`config.mk`:
```
export PLATFORM = sky130hd
export DESIGN_NAME = signed_divider_frontend
export DESIGN_NICKNAME = d
export VERILOG_FILES = /design/src/rtl/signed_divider_frontend.sv
export SDC_FILE = /design/constraint.sdc
export NUM_CORES = 1
export LEC_CHECK = 0
export CORE_MARGIN = 5
export CORE_UTILIZATION = 35
export CTS_CLUSTER_SIZE = 24
export DETAILED_ROUTE_END_ITERATION = 12
export MAX_ROUTING_LAYER = met4
export PLACE_DENSITY_LB_ADDON = 0.15
export SLEW_MARGIN = 40
export SYNTH_ARGS = -nofsm -noshare
export SYNTH_HDL_FRONTEND = slang
export SYNTH_SLANG_ARGS = --single-unit
```
`constraint.sdc`:
```
create_clock -name clk_i -period 2.7 [get_ports clk_i]
set_input_delay 0.54 -clock clk_i [delete_from_list [all_inputs] [get_ports clk_i]]
set_output_delay 0.54 -clock clk_i [all_outputs]
set_load 0.01 [all_outputs]
```
`src/rtl/signed_divider_frontend.sv`:
```
// Request/response front end for the unsigned non-restoring divider core: resolves trivial cases
// locally, launches the core on magnitudes and sign-corrects its result. Define DIV_SIGNED_EN for signed support.
module signed_divider_frontend #(
    parameter int DATA_WIDTH = 16
) (
    input  logic                  clk_i,
    input  logic                  rst_n_i,
    input  logic                  clk_en_i,
    input  logic                  req_valid_i,
    output logic                  req_ready_o,
    input  logic [DATA_WIDTH-1:0] dividend_i,
    input  logic [DATA_WIDTH-1:0] divisor_i,
    input  logic                  signed_i,
    output logic                  rsp_valid_o,
    input  logic                  rsp_ready_i,
    output logic [DATA_WIDTH-1:0] quotient_o,
    output logic [DATA_WIDTH-1:0] remainder_o,
    output logic                  divide_by_zero_o,
    output logic                  overflow_o,
    output logic [DATA_WIDTH-1:0] core_dividend_o,
    output logic [DATA_WIDTH-1:0] core_divisor_o,
    output logic                  core_valid_o,
    input  logic                  core_idle_i,
    input  logic                  core_valid_i,
    input  logic [DATA_WIDTH-1:0] core_quotient_i,
    input  logic [DATA_WIDTH-1:0] core_remainder_i
);
    localparam int W = DATA_WIDTH;
    localparam logic [W-1:0] MIN_VAL = {1'b1, {(W-1){1'b0}}};

    typedef enum logic [1:0] {IDLE, ISSUE, WAIT, RESPOND} state_t;

    state_t         state_q, state_d;
    logic [W-1:0]   quot_q, quot_d;
    logic [W-1:0]   rem_q, rem_d;
    logic           dbz_q, dbz_d;
    logic           ovf_q, ovf_d;
    logic [W-1:0]   mag_a_q, mag_a_d;
    logic [W-1:0]   mag_b_q, mag_b_d;
    logic           launch;

    logic [W-1:0]   mag_a, mag_b;
    logic           ovf_hit;
    logic [W-1:0]   core_q_fixed, core_r_fixed;

`ifdef DIV_SIGNED_EN
    logic           neg_a, neg_b;
    logic           neg_a_q, neg_b_q;

    function automatic logic [W-1:0] negate(input logic [W-1:0] x);
        return (~x) + {{(W-1){1'b0}}, 1'b1};
    endfunction

    assign neg_a        = signed_i & dividend_i[W-1];
    assign neg_b        = signed_i & divisor_i[W-1];
    assign mag_a        = neg_a ? negate(dividend_i) : dividend_i;
    assign mag_b        = neg_b ? negate(divisor_i) : divisor_i;
    assign ovf_hit      = signed_i & (dividend_i == MIN_VAL) & (divisor_i == '1);
    assign core_q_fixed = (neg_a_q ^ neg_b_q) ? negate(core_quotient_i) : core_quotient_i;
    assign core_r_fixed = neg_a_q ? negate(core_remainder_i) : core_remainder_i;

    // Sign flags are captured alongside the operands on every accept.
    always_ff @(posedge clk_i) begin
        if (!rst_n_i) begin
            neg_a_q <= 1'b0;
            neg_b_q <= 1'b0;
        end else if (clk_en_i && state_q == IDLE && req_valid_i) begin
            neg_a_q <= neg_a;
            neg_b_q <= neg_b;
        end
    end
`else
    logic           unused_signed;

    assign unused_signed = signed_i;
    assign mag_a         = dividend_i;
    assign mag_b         = divisor_i;
    assign ovf_hit       = 1'b0;
    assign core_q_fixed  = core_quotient_i;
    assign core_r_fixed  = core_remainder_i;
`endif

    always_comb begin
        state_d = state_q;
        quot_d  = quot_q;
        rem_d   = rem_q;
        dbz_d   = dbz_q;
        ovf_d   = ovf_q;
        mag_a_d = mag_a_q;
        mag_b_d = mag_b_q;
        launch  = 1'b0;
        case (state_q)
            IDLE: begin
                if (req_valid_i) begin
                    mag_a_d = mag_a;
                    mag_b_d = mag_b;
                    dbz_d   = 1'b0;
                    ovf_d   = 1'b0;
                    if (divisor_i == '0) begin
                        quot_d  = '1;
                        rem_d   = dividend_i;
                        dbz_d   = 1'b1;
                        state_d = RESPOND;
                    end else if (ovf_hit) begin
                        quot_d  = MIN_VAL;
                        rem_d   = '0;
                        ovf_d   = 1'b1;
                        state_d = RESPOND;
                    end else if (mag_a < mag_b) begin
                        quot_d  = '0;
                        rem_d   = dividend_i;
                        state_d = RESPOND;
                    end else begin
                        state_d = ISSUE;
                    end
                end
            end
            ISSUE: begin
                if (core_idle_i) begin
                    launch  = 1'b1;
                    state_d = WAIT;
                end
            end
            WAIT: begin
                if (core_valid_i) begin
                    quot_d  = core_q_fixed;
                    rem_d   = core_r_fixed;
                    dbz_d   = 1'b0;
                    ovf_d   = 1'b0;
                    state_d = RESPOND;
                end
            end
            RESPOND: begin
                if (rsp_ready_i) state_d = IDLE;
            end
            default: state_d = IDLE;
        endcase
    end

    always_ff @(posedge clk_i) begin
        if (!rst_n_i) begin
            state_q <= IDLE;
            quot_q  <= '0;
            rem_q   <= '0;
            dbz_q   <= 1'b0;
            ovf_q   <= 1'b0;
            mag_a_q <= '0;
            mag_b_q <= '0;
        end else if (clk_en_i) begin
            state_q <= state_d;
            quot_q  <= quot_d;
            rem_q   <= rem_d;
            dbz_q   <= dbz_d;
            ovf_q   <= ovf_d;
            mag_a_q <= mag_a_d;
            mag_b_q <= mag_b_d;
        end
    end

    // The start pulse only counts on an enabled, non-reset edge, so it is qualified here.
    assign core_valid_o     = launch & clk_en_i & rst_n_i;
    assign req_ready_o      = (state_q == IDLE);
    assign rsp_valid_o      = (state_q == RESPOND);
    assign quotient_o       = quot_q;
    assign remainder_o      = rem_q;
    assign divide_by_zero_o = dbz_q;
    assign overflow_o       = ovf_q;
    assign core_dividend_o  = mag_a_q;
    assign core_divisor_o   = mag_b_q;

endmodule

```
# == After elaboration in Yosys (flattened, before gate mapping) ==
# Cells that the tools add are included.
# totals
word_cells,50
ramBits,0
reg_bits,68
mem_bits_ro,0
memories,0
input_bits,72
out_inout_bits,69
latchBits,0
# classes
div_mod_pow,0
n_mul,0
eq_ne,8
n_reduce_logical,7
shift,0
n_bitwise,2
muxes,25
magnitude_cmp,1
addsub,0
# ops
op,count
$mux W16,8
$pmux W16 S2,2
$logic_not A16 Y1,1
$lt A16 B16 Y1,1
$mux W2,6
$reduce_and A5 Y1,2
$pmux W2 S4,1
$mux W1,6
$ne A2 B2 Y1 const B,3
$eq A2 B2 Y1 const B,2
$pmux W1 S2,2
$reduce_and A4 Y1,1
$ne A3 B1 Y1 const B,1
$reduce_and A3 Y1,1
$and A1 B1 Y1,2
$eq A2 B1 Y1 const B,1
$logic_not A2 Y1,1
$ne A2 B1 Y1 const B,1
$reduce_bool A2 Y1,1

# == Logic depth before layout (Yosys ltp) ==
# logic_depth
ltp_word,5
depth_mapped,10
mapped_depth_nobuf,8

# == Worst setup path after synthesis ==
# Ideal clock, no wire load.
# synth_path
path_kind,input -> register
start,input port divisor_i[13]
end,register rem_q[10] (netlist: remainder_o[10])
slack_ns,0.308
stages,10
path_buffers,2
arrival_time_ns,2.320
setup_time_ns,0.072
required_ns,2.628
path_cell_list,inv_1 ha_1 a21oi_1 o21ai_0 or4_4 o21ai_2 and2b_2 buf_6 buf_12 mux2i_1
# synth_via
elab_chain_cells,4
word_cells_on_any_way,7
cone_classes,order compare: 1; eq/ne: 1; mux: 3; reduce/logical: 2
# synth_lines
item,line_no,source
start: declaration,12,"input logic [DATA_WIDTH-1:0] divisor_i,"
branches (longest 4 deep; another with $lt A16 B16 Y1),--,
end signal: assignment,152,rem_q <= rem_d;
end: declaration,35,"logic [W-1:0] rem_q, rem_d;"
# Several ways; the timed one is not identified. The select of a mux whose other input is x is not followed.
# A chain may end at the register's enable or synchronous reset.

# == Final worst setup path ==
# layout_path
start,input port divisor_i[14]
end,register rem_q[13] (netlist: remainder_o[13])
# The elaborated chain is that of the path after synthesis.

==> impl_summary.log <==
INFO  metric timing.final.crit_share = 97.1%
INFO  metric synth_largest_type_area_fraction = 41.8%
INFO  metric worst_flop_to_flop_path_startpoint = state_q[0]
INFO  metric summed_instance_area_of_the_synthesized_netlist = 3210 um2
INFO  metric syn_area_per_cell = 8.11 um2
INFO  metric data_arrival_critical_path = 2890 ps
INFO  metric drt-vias-per-instance = 4.81
INFO  metric finalHoldViolations = 0
INFO  metric final.setup.worst_slack = 77.2 ps
INFO  metric multi_input_comb_area = 1690 um2
INFO  metric crit_slowest_cell = sky130_fd_sc_hd__or4_4
INFO  metric number_of_filler_cells_placed_in_the_layout = 870
INFO  metric pin_count_of_the_biggest_net_entering_global_routing = 53
INFO  metric post-cts-setup-buffer-count = 0
INFO  metric cts-resized-gates = 0
INFO  metric synth-seq-cells = 67
INFO  metric root_buffer = sky130_fd_sc_hd__clkbuf_8
INFO  metric timing.critical_path.required = 2970 ps
INFO  metric place.gp.congestion = 0.856
INFO  metric synth.yosys.warnings = 0
INFO  metric synth_cell_types = 36
INFO  metric syn-num-nets = 487
INFO  metric tritoncts = done
INFO  metric cts-buffers-inserted = 9
INFO  metric vdd.ir_drop.worst = 0.000297 V
INFO  metric clk_latency = 340 ps
INFO  metric core_area = 9110 um2
INFO  metric rsz0062_at_grt = no
INFO  metric detail_route.first_pass.iterations = 4
INFO  metric worstSetupPathType = primary input to flop
INFO  metric ys_seq_area_share = 41.8%
INFO  metric initial_utilization = 35.2%
INFO  metric port_buffers = 138
INFO  metric antenna-diode-count = 0
INFO  metric io_pins = 141
INFO  metric global_route.overflow_total = 0
INFO  metric netlist_instances = 396
INFO  metric critPathCapture = remainder_o[13]
INFO  metric timing.slew.headroom = 54.7%
INFO  metric maxSlewViolCount = 0
INFO  metric timing.critical_path.from = divisor_i[14]
INFO  metric chipHeight = 106 um
INFO  metric die_area = 11,200 um2
INFO  metric worstHoldPathType = flop to flop
INFO  metric worstMarginPinSlew = 670 ps
INFO  metric finalClockSkew = 9.17 ps
INFO  metric drt-initial-drc-count = 128
INFO  metric grt_use_total = 18.5%
INFO  metric rows = 35
INFO  metric r2r_cells = 9
INFO  metric fin_util = 57.2%
INFO  metric period_needed = 2620 ps
INFO  metric wire_per_inst = 15.3 um
INFO  metric setup_viol_count_final = 0
INFO  metric ff_latch_area = 1340 um2
INFO  metric critical_path.max_stage_delay = 550 ps
INFO  metric routed_wire_length = 10.4 mm
INFO  metric ant_nets = 0
INFO  metric htree_num_levels = 3
INFO  metric dieWidth = 106 um
INFO  metric netlist.top_cell.by_area = sky130_fd_sc_hd__dfxtp_1
INFO  metric fmaxAchievable = 0.381 GHz
INFO  metric clock_tree.buffer_depth = 2
INFO  metric max-cap-violations = 0
INFO  metric power_density = 548 nW/um2
INFO  metric placement.setup.worst_slack = -350 ps
INFO  metric antenna_found_initial = 0
INFO  metric cts.clk_slew.worst_paths = 80 ps
INFO  metric first_pass_grt_wire_length = 16.1 mm
INFO  metric layout-drive-gt1-share = 12.3%
INFO  metric drcViolationCount = 0
INFO  metric outcome = finished, final reports clean
INFO  metric crit_path_start_kind = primary input
INFO  metric area.growth.synth_to_final = 62.2%
INFO  metric postCtsHoldBufs = 0
INFO  metric final_nets = 653
INFO  metric post-dp-hpwl = 7.91 mm
INFO  metric post_synth_main_area_contributors = sky130_fd_sc_hd__dfxtp_1 (42%), sky130_fd_sc_hd__nand2_1 (14%), sky130_fd_sc_hd__ha_1 (7.4%), sky130_fd_sc_hd__a21oi_1 (5.8%), sky130_fd_sc_hd__mux2i_1 (5.0%)
INFO  metric path_cells = clkdlybuf4s50_1 -> inv_1 -> ha_1 -> nand4_1 -> nor2_1 -> or4_4 -> o21ai_4 -> and2b_2 -> clkbuf_16 -> mux2i_1
INFO  metric vias_in_the_first_global_route = 3,229
INFO  metric num_vias = 3,262
INFO  metric reg2reg_to = remainder_o[13]
INFO  metric hold_ws = 454 ps
INFO  metric p_leak = 2.04 nW
INFO  metric critPathCaptureType = flop
INFO  metric reg2reg_slack = 610 ps
INFO  metric worst-path-max-fanout = 6
INFO  metric cts.sinks = 67
## where the power goes
| part | leakage, nW | internal, mW | switching [mW] |
|---|---|---|---|
| sequential | 0.547 | 1.10 | 0.0579 |
| combinational | 1.40 | 0.511 | 0.424 |
| clock | 0.0843 | 0.356 | 0.402 |
| total | 2.04 | 1.97 | 0.884 |
## metrics by stage
| stage | std cells | cell area, um2 | total power [mW] | TNS, ps |
|---|---|---|---|---|
| after floorplan | 396 | 3210 | 1.61 | 0 |
| after global placement | 661 | 4960 | 2.08 | -7810 |
| after detailed placement | 661 | 4960 | 2.10 | -8890 |
| after CTS | 677 | 5140 | 2.87 | 0 |
| after global routing | 678 | 5210 | 3.02 | 0 |
| final | 678 | 5210 | 2.85 | 0 |
## cell type report
cell class	count	area share (%)
clock buffers	10	2.64
well taps	111	2.67
flip-flops and latches	67	25.8
multi-input cells	282	32.5
repair buffers	181	34.1
inverters	21	1.51
clock inverters	6	0.793
## cells in the final DEF (no fill, tap or decap), types with 3 or more instances in the layout
cell and instances:
sky130_fd_sc_hd__clkinvlp_4 3, sky130_fd_sc_hd__nor2_1 6, sky130_fd_sc_hd__o21ai_0 3, sky130_fd_sc_hd__a22oi_1 16, sky130_fd_sc_hd__nand4_1 4, sky130_fd_sc_hd__nor3_1 4, sky130_fd_sc_hd__inv_1 20, sky130_fd_sc_hd__buf_4 38
sky130_fd_sc_hd__nand2_1 119, sky130_fd_sc_hd__dfxtp_1 67, sky130_fd_sc_hd__nand3_1 3, sky130_fd_sc_hd__dlymetal6s2s_1 4, sky130_fd_sc_hd__ha_1 17, sky130_fd_sc_hd__mux2i_1 16, sky130_fd_sc_hd__clkbuf_8 10, sky130_fd_sc_hd__buf_12 4
sky130_fd_sc_hd__a21oi_1 36, sky130_fd_sc_hd__clkdlybuf4s50_1 133, sky130_fd_sc_hd__nor4_1 4, sky130_fd_sc_hd__nand2b_1 20, sky130_fd_sc_hd__o211ai_1 16
## cells by family after synthesis
| family | after synthesis | share of synthesized area (%) |
|---|---|---|
| AND/OR/NAND/NOR | 164 | 22.2 |
| AO/OA/AOI/OAI | 82 | 17.0 |
| flip-flops | 67 | 41.8 |
| buffers and inverters | 47 | 6.51 |
| adder cells (fa/ha/maj) | 19 | 7.40 |
| multiplexers | 16 | 4.99 |
| other | 1 | 0.117 |
## sequential cells by signal, summed over array words and instances (netlist names)
| name | count |
|---|---|
| core_dividend_o | 16 |
| remainder_o | 16 |
| quotient_o | 16 |
| divide_by_zero_o | 1 |
| state_q | 2 |
| core_divisor_o | 16 |
## cells in the mapped netlist, drive strengths merged
cell type	n
a2111o	1
a211oi	1
a21oi	37
a221oi	1
a22oi	16
a311oi	1
a31o	1
a41oi	1
and2b	1
and3	2
buf	6
clkbuf	20
conb	1
dfxtp	67
ha	19
inv	21
mux2i	16
nand2	119
nand2b	20
nand3	3
nand4	4
nor2	6
nor3	4
nor4	4
o2111ai	1
o211ai	16
o21ai	4
o31ai	1
o32ai	1
or4	1
## worst max-delay path: cells and delay by family
family / cells / cell delay (ps)
AO/OA/AOI/OAI: 1 / 160
adder cells (fa/ha/maj): 1 / 290
AND/OR/NAND/NOR: 4 / 1010
buffers and inverters: 3 / 710
multiplexers: 1 / 180
## worst min path at each step
stage	startpoint	to	slack, ps	cells past startpoint
floorplan	remainder_o[0]	remainder_o[0]	480	2
global route	core_divisor_o[12]	core_divisor_o[12]	470	2
finish	core_dividend_o[1]	core_dividend_o[1]	450	2
CTS	core_dividend_o[1]	core_dividend_o[1]	460	2
global placement	remainder_o[4]	remainder_o[4]	440	2
detailed placement	core_dividend_o[1]	core_dividend_o[1]	450	2
## layer usage
layer | wire (um) | track usage [%]
met2 | 4880 | 29.6
met5 | 0 | -
met3 | 553 | 5.51
met1 | 4910 | 23.4
met4 | 30 | 3.33
Note: power is estimated with default switching activity, not from simulation.
